<file path="config.mk">
export PLATFORM = sky130hd
export DESIGN_NAME = ccg_bist_harness
export DESIGN_NICKNAME = d
export VERILOG_FILES = /design/src/rtl/ccg_bist_harness.sv
export SDC_FILE = /design/constraint.sdc
export NUM_CORES = 1
export LEC_CHECK = 0
export BUFFER_PORTS_ARGS = -buffer_cell sky130_fd_sc_hd__buf_2
export CAP_MARGIN = 40
export CORE_ASPECT_RATIO = 0.6
export CORE_MARGIN = 5
export CORE_UTILIZATION = 35
export CTS_BUF_LIST = sky130_fd_sc_hd__clkbuf_4
export CTS_CLUSTER_SIZE = 25
export DETAILED_ROUTE_END_ITERATION = 12
export GPL_ROUTABILITY_DRIVEN = 0
export MAX_ROUTING_LAYER = met4
export PLACE_DENSITY = 0.69
export SLEW_MARGIN = 5
export SYNTH_ARGS = -nofsm -noshare
export SYNTH_HDL_FRONTEND = slang
export SYNTH_SLANG_ARGS = --single-unit
</file>
<file path="constraint.sdc">
create_clock -name clk -period 2.28 [get_ports clk]
set_input_delay 0.342 -clock clk [delete_from_list [all_inputs] [get_ports clk]]
set_output_delay 0.342 -clock clk [all_outputs]
set_load 0.05 [all_outputs]
</file>
<file path="src/rtl/ccg_bist_harness.sv">
// ccg_bist_harness: LFSR pattern source plus MISR compactor for one combinational netlist.
// The optional golden-response comparator is enabled by defining CCG_BIST_COMPARE_EN.
module ccg_bist_harness #(
  parameter int                N_IN      = 25,
  parameter int                N_OUT     = 17,
  parameter int                N_PAT     = 256,
  parameter int                LFSR_W    = 32,
  parameter logic [LFSR_W-1:0] LFSR_POLY = 32'hA3000000,
  parameter logic [LFSR_W-1:0] SEED      = 32'h0000_0001,
  parameter int                SIG_W     = 32,
  parameter logic [SIG_W-1:0]  MISR_POLY = 32'h04C11DB7,
  parameter logic [SIG_W-1:0]  MISR_SEED = 32'h0
) (
  input  logic             clk,
  input  logic             rst_n,
  input  logic             start,
  input  logic [SIG_W-1:0] exp_sig,
  output logic [N_IN-1:0]  dut_in,
  input  logic [N_OUT-1:0] dut_out,
`ifdef CCG_BIST_COMPARE_EN
  input  logic [N_OUT-1:0] exp_out,
  output logic [15:0]      mism_cnt,
  output logic [15:0]      first_fail,
`endif
  output logic             busy,
  output logic             done,
  output logic             pass,
  output logic [SIG_W-1:0] signature,
  output logic [15:0]      pat_cnt
);
  if (SEED == '0) begin : g_bad_seed
    $error("ccg_bist_harness: SEED must be nonzero");
  end
  if (N_IN < 1 || N_IN > LFSR_W || N_OUT < 1 || N_OUT > SIG_W || N_PAT < 1 || N_PAT > 65535) begin : g_bad_size
    $error("ccg_bist_harness: parameter out of range");
  end
  typedef enum logic [1:0] {IDLE, RUN, DONE} state_t;
  state_t            state;
  logic [LFSR_W-1:0] lfsr, lfsr_nxt;
  logic [SIG_W-1:0]  misr, misr_nxt;
  logic              last, sig_ok;
  assign dut_in    = lfsr[N_IN-1:0];
  assign signature = misr;
  assign lfsr_nxt  = (lfsr >> 1) ^ (lfsr[0] ? LFSR_POLY : '0);
  assign misr_nxt  = (misr << 1) ^ (misr[SIG_W-1] ? MISR_POLY : '0) ^ SIG_W'(dut_out);
  assign last      = (pat_cnt + 16'd1) == 16'(N_PAT);
`ifdef CCG_BIST_COMPARE_EN
  logic        mism;
  logic [15:0] mism_nxt;
  assign mism     = dut_out != exp_out;
  assign mism_nxt = mism_cnt + 16'(mism && !(&mism_cnt));
  assign sig_ok   = (misr_nxt == exp_sig) && (mism_nxt == 16'd0);
`else
  assign sig_ok   = misr_nxt == exp_sig;
`endif
  always_ff @(posedge clk or negedge rst_n) begin
    if (!rst_n) begin
      state   <= IDLE;
      lfsr    <= SEED;
      misr    <= MISR_SEED;
      pat_cnt <= 16'd0;
      busy    <= 1'b0;
      done    <= 1'b0;
      pass    <= 1'b0;
`ifdef CCG_BIST_COMPARE_EN
      mism_cnt   <= 16'd0;
      first_fail <= 16'hFFFF;
`endif
    end else if (start && state != RUN) begin
      state   <= RUN;
      lfsr    <= SEED;
      misr    <= MISR_SEED;
      pat_cnt <= 16'd0;
      busy    <= 1'b1;
      done    <= 1'b0;
      pass    <= 1'b0;
`ifdef CCG_BIST_COMPARE_EN
      mism_cnt   <= 16'd0;
      first_fail <= 16'hFFFF;
`endif
    end else if (state == RUN) begin
      lfsr    <= lfsr_nxt;
      misr    <= misr_nxt;
      pat_cnt <= pat_cnt + 16'd1;
`ifdef CCG_BIST_COMPARE_EN
      mism_cnt <= mism_nxt;
      if (mism && first_fail == 16'hFFFF) first_fail <= pat_cnt;
`endif
      if (last) begin
        state <= DONE;
        busy  <= 1'b0;
        done  <= 1'b1;
        pass  <= sig_ok;
      end
    end
  end
endmodule

</file>
=== After elaboration in Yosys (flattened, before gate mapping) ===
Index checks and enable logic that the tools add are counted.

* Add/sub/neg operators: 1
* Muxes and demuxes: 20
* Bitwise logic cells: 3
* Equal/unequal tests: 4
* Reduce and logical (&&, ||, !) cells: 4

{| class="wikitable"
|+ Operator list
! kind !! count
|-
| two-way mux 32 bit || 5
|-
| == test 32 bit || 1
|-
| two-way mux 16 bit || 2
|-
| bitwise XOR 31 x 32 -> 32 bit || 1
|-
| bitwise XOR 32 x 17 -> 32 bit || 1
|-
| bitwise XOR 32 x 27 -> 32 bit || 1
|-
| two-way mux 27 bit || 1
|-
| adder 16 x 1 -> 16 bit, second input constant || 1
|-
| == test 16 x 9 -> 1 bit, second input constant || 1
|-
| two-way mux 1 bit || 9
|-
| two-way mux 2 bit || 3
|-
| nonzero test 2 bit || 2
|-
| == test 2 x 1 -> 1 bit, second input constant || 1
|-
| inequality test 2 x 1 -> 1 bit, second input constant || 1
|-
| AND reduction 2 bit || 1
|-
| logical AND 1 bit || 1
|}

* Logic and storage cells: 39
* Output and inout bits: 76
* Input port bits: 52
* Bits in registers: 85

=== Depth between registers and ports, before layout ===
Gate-level depths: netlist of run 1.

* Word-level depth: 7
* Depth in mapped cells: 9
* Depth with buffers taken out: 7

=== Least setup slack after synthesis of run 1 ===
No wires, ideal clock.

* Path type: register -> register
* From: register pat_cnt[0]
* To: register state[0]
* Buffers on the path: 2
* Clock period less this slack: 2.261 ns
* Data required time: 2.159 ns
* Library setup time: 0.121 ns
* Path slack: 0.019 ns
* Data arrival time: 2.140 ns
* Stages on the path, launching flop included: 10
* Cell sequence: dfrtp_1 ha_1 buf_4 and4_1 buf_4 nand2_4 xor2_1 nor4_1 nand4_1 a22o_1

* Cells in the longest elaborated chain, start to end: 4

{| class="wikitable"
|+ Ends and longest elaborated chain
! element !! line !! source
|-
| start: declaration || 29 || <nowiki>output logic [15:0] pat_cnt</nowiki>
|-
| start signal: assignment || 84 || <nowiki>pat_cnt <= pat_cnt + 16'd1;</nowiki>
|-
| adder 16 x 1 -> 16 bit || 46 || <nowiki>assign last = (pat_cnt + 16'd1) == 16'(N_PAT);</nowiki>
|-
| == test 16 x 9 -> 1 bit || 46 ||
|-
| nonzero test 2 bit (no source line) || - ||
|-
| AND reduction 2 bit (no source line) || - ||
|-
| end signal: assignment || 58 || <nowiki>state <= IDLE;</nowiki>
|-
| end signal: assignment || 70 || <nowiki>state <= RUN;</nowiki>
|-
| end signal: assignment || 90 || <nowiki>state <= DONE;</nowiki>
|-
| end: declaration || 38 || <nowiki>state_t state;</nowiki>
|}

No other way between the ends.
A chain may end at the register's enable or synchronous reset.

=== Worst setup path after layout of run 1 ===
Ends and elaborated chain as after synthesis.

==> run metrics, run 1 <==
status finished, final reports clean; Pre-Repair DR Iteration Count 5; CTS Buf Count 9; Starting Density 36.19%; layout cells sized above 1 27.88%; Worst setup SP type flop; remaining global-route overflow 0; number of inserted diodes 0; unrepaired setup endpoints after global routing no; Hold Fails Final Rpt 0; GRT Util Overall 15.44%; VDD IR max 0.9521 mV; total power 0.008087 W; clk root buf clkbuf_4; post-DR vias/cell 4.951; post-CTS setup buffer count 0; TritonCTS clock tree done; Post-route DRC 0; Req. time, crit path 2600 ps; Clk Latency, worst-skew pair 440 ps; Worst Tran Pin Value 587.9 ps; number of synthesized flops with an enable pin 0; Tcrit/Tclk final 92.46%; Distinct cells, synth 46; H-tree depth 3; highest-count cells in the layout ignoring fill and taps buf_2 (126), o21ai_0 (89), dfrtp_1 (82); syn_nets 562; placed wire-length estimate 8658 um; Clk pin slew, worst setup/hold paths 150 ps; via count 3,807; Post-Route WL 11,910 um; wire per inst 15.49 um; # rows 32; Area growth syn-to-layout 15.83%; minimum clock period 2108 ps; CP Capture Type flop; fin nets 648; area leader, netlist dfrtp_1; clock skew 22.99 ps; post-synthesis sequential area ratio 44.27%; asr flop ratio synth 100.0%; Tightest Hold Check Type in2reg; Pleak 2.391 nW; Mapped Area 4695 um2; Synth area leaders dfrtp_1 (44%), xnor2_1 (9.7%), o21ai_0 (9.5%); pin count of the biggest net entering global routing 98; final max-slew violation count 0; CP max FO 8; fmax 474.3 MHz; Yosys top cell area share 43.71%; die area 15,910 um2; PortBufs 127; Max Cap Viol 0; global-route wire length before repair 19,580 um; Initial DRC Count 221; most common cell after layout, fill and taps aside buf_2; Worst Path Arrival 2430 ps; initial antenna violation count 0; Post-synth top flop dfrtp_1; antenna viol nets, final 0; clock tree buffer depth 2; crit path kind reg2reg; Final TNS setup 0 ps; Core Area 12,970 um2; Rel. slew slack 60.81%; final setup fails 0; vias in the first global route 3,720; PD cells 1487 nW/um2; yosys warns 0; Synth Instances 508; I/O Pins 128; Clock Sinks 83; DIE WIDTH 159.5 um; Post-Syn Area per Cell 9.241 um2; Die H 99.71 um; Synth Register Bits 83
-- layout make-up --
type                    count  area [um2]
repair buffers            138       760.7
multi-input cells         360        2256
fillers                  1323        7535
flip-flops and latches     83        2078
clock buffers              11       82.58
inverters                   2       7.507
well taps                 170       212.7
clock inverters             5       40.04
-- worst max-delay path, stage by stage, from the launching register on --
cell       delay, ps
dfrtp_1          470
ha_2             290
nand4_1          200
o41ai_1          120
o2111ai_1        170
nor4_1           290
nand4_1          220
a22o_1           240
-- state kept, by name, indices dropped and copies added (netlist names) --
register   cells
lfsr          32
pass           1
pat_cnt       16
signature     32
state          2
-- layer usage --
layer  up-vias  share of wire, %  track usage (%)
met5         -                 0                -
met4         0              0.53            3.014
met3         6               6.6            4.389
met2       125                44            21.57
met1      1803                48            22.35
li1       1873                 -                -
-- what timing repair did --
item,4_1_cts,5_1_grt
hold buffers,1,0
hold endpoints to repair,41,0
resized for setup,0,3
setup endpoints to repair,0,2
-- logic make-up after synthesis --
family / after synthesis / synth area share, %
simple gates: 175 / 20.58
compound gates: 111 / 12.87
mux: 2 / 0.4531
fa+ha+maj: 2 / 0.5330
buf+inv: 65 / 8.075
xor+xnor: 70 / 13.22
flops: 83 / 44.27
-- final timing paths --
path	startpoint	end	slack, ps	cells past startpoint
setup / recovery	pat_cnt[0]	state[0]	170	7
hold / removal	dut_out[0]	signature[0]	230	3
setup reg to reg	pat_cnt[0]	state[0]	170	7
hold reg to reg	lfsr[27]	lfsr[26]	510	2
max in group asynchronous	rst_n	lfsr[0]	1160	3
min in group asynchronous	rst_n	pat_cnt[8]	440	2
-- where the power goes --
group	switching [W]	total (W)	internal (W)
sequential	0.000610	0.00266	0.00205
combinational	0.00333	0.00466	0.00133
clock	0.000521	0.000773	0.000252
total	0.00446	0.00809	0.00363
-- synthesized netlist by cell type, drive strengths merged (3+ instances only) --
| cell type | n |
|---|---|
| buf | 36 |
| a21oi | 5 |
| nand2b | 41 |
| nand2 | 59 |
| nand4 | 10 |
| a31oi | 4 |
| o31ai | 3 |
| clkbuf | 27 |
| nor4 | 7 |
| nand3 | 8 |
| xnor2 | 53 |
| nor3 | 4 |
| o41ai | 3 |
| dfrtp | 82 |
| o21ai | 89 |
| xor2 | 17 |
| nand3b | 24 |
| nor2 | 13 |
-- per-stage QoR --
step | worst slack, ps | cell area [um2] | instances | util [%] | hold WS [ps]
after floorplan | 18.86 | 4695 | 508 | - | 46.41
after global placement | 92.33 | 5296 | 752 | 40.83 | 375.1
after detailed placement | 111.8 | 5296 | 752 | 40.83 | 379.8
after CTS | 46.62 | 5429 | 769 | 41.85 | 203.6
after global routing | 9.221 | 5438 | 769 | 41.92 | 190.5
final | 171.8 | 5438 | 769 | 41.92 | 235.0
Note: power is estimated with default switching activity, not from simulation.
==> inputs of run 2 (changes only) <==
--- a/config.mk
+++ b/config.mk
@@ -7,15 +7,17 @@
 export LEC_CHECK = 0
 export BUFFER_PORTS_ARGS = -buffer_cell sky130_fd_sc_hd__buf_2
 export CAP_MARGIN = 40
+export CELL_PAD_IN_SITES_DETAIL_PLACEMENT = 2
+export CELL_PAD_IN_SITES_GLOBAL_PLACEMENT = 2
 export CORE_ASPECT_RATIO = 0.6
 export CORE_MARGIN = 5
-export CORE_UTILIZATION = 35
+export CORE_UTILIZATION = 32
 export CTS_BUF_LIST = sky130_fd_sc_hd__clkbuf_4
 export CTS_CLUSTER_SIZE = 25
 export DETAILED_ROUTE_END_ITERATION = 12
 export GPL_ROUTABILITY_DRIVEN = 0
 export MAX_ROUTING_LAYER = met4
-export PLACE_DENSITY = 0.69
+export PLACE_DENSITY = 0.84
 export SLEW_MARGIN = 5
 export SYNTH_ARGS = -nofsm -noshare
 export SYNTH_HDL_FRONTEND = slang
==> run metrics, run 2 (synthesized netlist as in run 1, its figures left out) <==
status finished, final reports clean; Worst Tran Pin Value 612.4 ps (+24.52 ps); placed wire-length estimate 10,920 um (+26%); pin count of the biggest net entering global routing 98 (unchanged); Initial DRC Count 166 (-25%); TritonCTS clock tree done; I/O Pins 128 (unchanged); unrepaired setup endpoints after global routing no; CTS Buf Count 9 (unchanged); fin nets 651 (+0.46%); Worst Path Arrival 2410 ps (-20 ps); CP max FO 11 (+3); Worst path slowest cell dfrtp_1; Post-Route WL 14,710 um (+23%); clock skew 21.30 ps (-1.688 ps); most common cell after layout, fill and taps aside buf_2; Clock Sinks 83 (unchanged); Internal 0.003950 W (+8.9%); Clock power frac 13.2% (+3.6 points); Pre-Repair DR Iteration Count 4 (-1); Tightest Hold Check Type in2reg; GRT Util Overall 17.91% (+2.5 points); Post-route DRC 0 (unchanged); critical path's top delay family simple AND/OR/NAND/NOR gates; minimum clock period 2056 ps (-52.44 ps); Switching Fraction 54.20% (-0.95 points); Tcrit/Tclk final 90.16% (-2.3 points); NetSw 0.004675 W (+4.8%); combinational share of power 55.5% (-2.1 points); antenna viol nets, final 0 (unchanged); wire per inst 18.37 um (+19%); layout cells sized above 1 28.41% (+0.53 points); Slowest Stage Delay on Critical Path 570 ps (+100 ps); crit-path cells nand3_2 > nor3_1 > o211ai_1 > o41ai_1 > nand4_1 > a22o_1; crit path kind reg2reg; Clk pin slew, worst setup/hold paths 140 ps (about the same); die area 17,270 um2 (+8.6%); Final TNS setup 0 ps (unchanged); Starting Density 32.55% (-3.6 points); initial antenna violation count 1 (+1); global-route wire length before repair 24,590 um (+26%); final setup fails 0 (unchanged); Area growth syn-to-layout 18.50%; Core Area 14,420 um2 (+11%); final max-slew violation count 0 (unchanged); Clk Latency, worst-skew pair 460 ps (+20 ps); post-CTS setup buffer count 0 (unchanged); Worst setup SP type flop; sequential share of power 31.4% (-1.4 points); post-DR vias/cell 4.975 (+0.49%); DIE WIDTH 166.4 um (+4.3%); Req. time, crit path 2640 ps (+40 ps); highest-count cells in the layout ignoring fill and taps buf_2 (126), o21ai_0 (89), dfrtp_1 (80); Rel. slew slack 59.03% (-1.8 points); Die H 103.8 um (+4.1%); CP Capture Type flop; remaining global-route overflow 0 (unchanged); clk root buf clkbuf_4; fmax 486.4 MHz (+2.6%); PD cells 1550 nW/um2 (+4.3%); Hold Fails Final Rpt 0 (unchanged); PortBufs 127 (unchanged); clock tree buffer depth 2 (unchanged); via count 3,985 (+4.7%); H-tree depth 3 (unchanged); Max Cap Viol 0 (unchanged); Critical path buffers and inverters 0 (unchanged); VDD IR max 0.6354 mV (-33%); Pleak 2.441 nW (+2.1%); vias in the first global route 4,472 (+20%); Hold Slack 203.9 ps (-31.05 ps); # rows 34 (+6.3%)
[run 2: cell types whose count changed in the layout (fill, tap and decap cells not counted), moves of 2 or more]
cell,delta
inv_6,+2
clkbuf_4,-2
buf_4,+3
dfrtp_2,+2
dfrtp_1,-2
bufinv_16,+3
clkinvlp_4,-2
[run 2: per-layer routing]
metal	wire length, um	part of all wire [%]	vias up	global-route usage [%]
met1	7156	49	2024	24.00
met2	6878	47	77	28.12
met3	570	3.9	8	4.263
li1	-	-	1876	-
met5	0	0	-	-
met4	107	0.73	0	3.269
[run 2: worst min-delay path: stages]
cell and delay, ps:
buf_2 100, xnor2_1 110, o21ai_0 70
[run 2: area by class of cell]
type,count,area [um2]
flip-flops and latches,83,2081
multi-input cells,360,2250
well taps,198,247.7
clock inverters,7,123.9
diodes,1,2.502
repair buffers,141,783.3
inverters,2,7.507
clock buffers,9,67.56
fillers,1608,8859
[run 2: worst paths after layout]
path | from | to | slack (ps) | depth (start not counted)
min in group asynchronous | rst_n | pat_cnt[12] | 280 | 2
min reg2reg | lfsr[28] | lfsr[27] | 510 | 2
max in group asynchronous | rst_n | signature[21] | 1340 | 3
min | dut_out[0] | signature[0] | 200 | 3
max | pat_cnt[2] | state[0] | 220 | 6
max reg2reg | pat_cnt[2] | state[0] | 220 | 6
[run 2: through the flow]
step	util (%)	setup WS, ps	cell area [um2]	cells	power [W]
after detailed placement	37.12	122.4	5354	783	0.007564
after floorplan	-	18.86	4695	508	0.006449
after global placement	37.12	196.2	5354	783	0.007364
after CTS	38.52	79.93	5555	800	0.008757
after global routing	38.57	5.672	5563	801	0.009247
final	38.57	224.3	5563	801	0.008625
[run 2: power by group through the flow]
| stage | clock network [W] | registers [W] | logic, W |
|---|---|---|---|
| floorplan | 0 | 0.00366 | 0.00279 |
| global placement | 0 | 0.00269 | 0.00468 |
| global route | 0.00125 | 0.00282 | 0.00517 |
| detailed placement | 0 | 0.00273 | 0.00483 |
| CTS | 0.00118 | 0.00272 | 0.00486 |
| finish | 0.00114 | 0.00271 | 0.00478 |
[run 2: what timing repair did]
action,4_1_cts,5_1_grt
hold buffers,1,0
endpoints found under the setup margin,0,3
gates resized for setup,0,3
hold endpoints to repair,21,0
==> inputs of run 3 (changes only) <==
--- a/config.mk
+++ b/config.mk
@@ -11,13 +11,13 @@
 export CELL_PAD_IN_SITES_GLOBAL_PLACEMENT = 2
 export CORE_ASPECT_RATIO = 0.6
 export CORE_MARGIN = 5
-export CORE_UTILIZATION = 32
+export CORE_UTILIZATION = 35
 export CTS_BUF_LIST = sky130_fd_sc_hd__clkbuf_4
 export CTS_CLUSTER_SIZE = 25
 export DETAILED_ROUTE_END_ITERATION = 12
 export GPL_ROUTABILITY_DRIVEN = 0
 export MAX_ROUTING_LAYER = met4
-export PLACE_DENSITY = 0.84
+export PLACE_DENSITY = 0.91
 export SLEW_MARGIN = 5
 export SYNTH_ARGS = -nofsm -noshare
 export SYNTH_HDL_FRONTEND = slang
==> constraint.sdc (replaced) <==
create_clock -name clk -period 2.39 [get_ports clk]
set_input_delay 0.3585 -clock clk [delete_from_list [all_inputs] [get_ports clk]]
set_output_delay 0.3585 -clock clk [all_outputs]
set_load 0.05 [all_outputs]
==> run metrics, run 3 (synthesized netlist as in run 1, its figures left out) <==
# rows 32 (-5.9%); PD cells 1489 nW/um2 (-4.0%); Pre-Repair DR Iteration Count 4 (unchanged); Worst path slowest cell dfrtp_1; Clk Latency, worst-skew pair 430 ps (-30 ps); Tcrit/Tclk final 91.00% (+0.84 points); Req. time, crit path 2720 ps (+80 ps); Post-Route WL 15,240 um (+3.6%); Worst Tran Pin Value 577.8 ps (-34.62 ps); minimum clock period 2175 ps (+119.2 ps); Worst setup SP type flop; Tightest Hold Check Type in2reg; antenna viol nets, final 0 (unchanged); placed wire-length estimate 11,500 um (+5.2%); layout cells sized above 1 28.00% (-0.41 points); Critical path buffers and inverters 0 (unchanged); highest-count cells in the layout ignoring fill and taps buf_2 (126), o21ai_0 (89), dfrtp_1 (82); CP Capture Type flop; post-CTS setup buffer count 0 (unchanged); GRT Util Overall 19.50% (+1.6 points); crit path kind reg2reg; Slowest Stage Delay on Critical Path 470 ps (-100 ps); RR Startpoint pat_cnt[1]; Clock Sinks 83 (unchanged); number of inserted diodes 0 (-1); die area 15,910 um2 (-7.9%); Starting Density 36.19% (+3.6 points); Crit. Startpoint pat_cnt[1]; wire per inst 19.79 um (+7.7%); clock tree buffer depth 2 (unchanged); remaining global-route overflow 0 (unchanged); PortBufs 127 (unchanged); TritonCTS clock tree done; clk root buf clkbuf_4; unrepaired setup endpoints after global routing no; Worst Path Arrival 2510 ps (+100 ps); initial antenna violation count 0 (-1); Area growth syn-to-layout 16.42%; Rel. slew slack 60.98% (+1.9 points); CTS Buf Count 9 (unchanged); H-tree depth 3 (unchanged); fin nets 649 (-0.31%); Hold Fails Final Rpt 0 (unchanged); post-DR vias/cell 5.225 (+5.0%); Max Cap Viol 0 (unchanged); I/O Pins 128 (unchanged); Pleak 2.418 nW (-0.95%); CP max FO 8 (-3); pin count of the biggest net entering global routing 53 (-46%); Clk pin slew, worst setup/hold paths 130 ps (about the same); final setup fails 0 (unchanged); HP Start dut_out[0]; global-route wire length before repair 24,330 um (-1.1%); VDD IR max 0.7311 mV (+15%); crit-path cells ha_2 > and4_2 > nand2_4 > xor2_1 > nor4_1 > nand4_1 > a22o_1; Initial DRC Count 136 (-18%); vias in the first global route 4,445 (-0.60%); final max-slew violation count 0 (unchanged); Final TNS setup 0 ps (unchanged); status finished, final reports clean; Post-route DRC 0 (unchanged); Hold Slack 268.1 ps (+64.15 ps); most common cell after layout, fill and taps aside buf_2; DIE WIDTH 159.5 um (-4.1%); critical path's top delay family simple AND/OR/NAND/NOR gates; via count 4,023 (+0.95%); Core Area 12,970 um2 (-10%); clock skew 15.56 ps (-5.734 ps); Die H 99.71 um (-4.0%); fmax 459.8 MHz (-5.5%)
[run 3: path summary, 6_finish.rpt]
kind | end | slack (ps) | cells past startpoint
max reg2reg | state[0] | 220 | 7
min | signature[0] | 270 | 3
min in group asynchronous | signature[3] | 330 | 2
max | state[0] | 220 | 7
min reg2reg | lfsr[28] | 510 | 2
max in group asynchronous | lfsr[0] | 1370 | 3
[run 3: routing by layer]
| metal | share of wire [%] | track usage, % | routed length, um | up-vias |
|---|---|---|---|---|
| li1 | - | - | - | 1865 |
| met1 | 46 | 25.72 | 6996 | 2070 |
| met2 | 49 | 31.73 | 7440 | 81 |
| met3 | 4.7 | 4.306 | 716 | 7 |
| met4 | 0.55 | 2.949 | 84 | 0 |
| met5 | 0 | - | 0 | - |
[run 3: area by class of cell]
class / instances / area, um2
inverters: 2 / 7.507
multi-input cells: 360 / 2251
clock buffers: 9 / 67.56
fillers: 1489 / 7507
well taps: 170 / 212.7
repair buffers: 139 / 755.7
clock inverters: 7 / 92.59
flip-flops and latches: 83 / 2078
[run 3: metrics by stage]
step / utilization (%) / instance area, um2 / instances / total power, W / setup WS [ps]
2_1_floorplan: - / 4695 / 508 / 0.006153 / 128.9
3_3_place_gp: 40.79 / 5291 / 753 / 0.006975 / 275.9
3_5_place_dp: 40.79 / 5291 / 753 / 0.007254 / 129.2
4_1_cts: 42.10 / 5461 / 770 / 0.008229 / 117.5
5_1_grt: 42.13 / 5465 / 770 / 0.008649 / 31.20
6_report: 42.13 / 5465 / 770 / 0.008137 / 215.1
[run 3: repair_timing]
item                                    in CTS  in global routing
hold endpoints to repair                    18                  0
gates resized for setup                      0                  2
hold buffers                                 1                  0
endpoints found under the setup margin       0                  3
[run 3: worst min-delay path: cells and delay by family]
family / cells / cell delay (ps)
AO/OA/AOI/OAI: 1 / 70
XOR/XNOR: 1 / 120
buffers and inverters: 1 / 110
[run 3: where the power goes]
part	switching [W]	total [W]	leakage (nW)	internal, W
registers	0.000650	0.00260	1.07	0.00195
logic	0.00334	0.00460	1.25	0.00126
clock network	0.000517	0.000940	0.0896	0.000423
total	0.00450	0.00814	2.42	0.00363
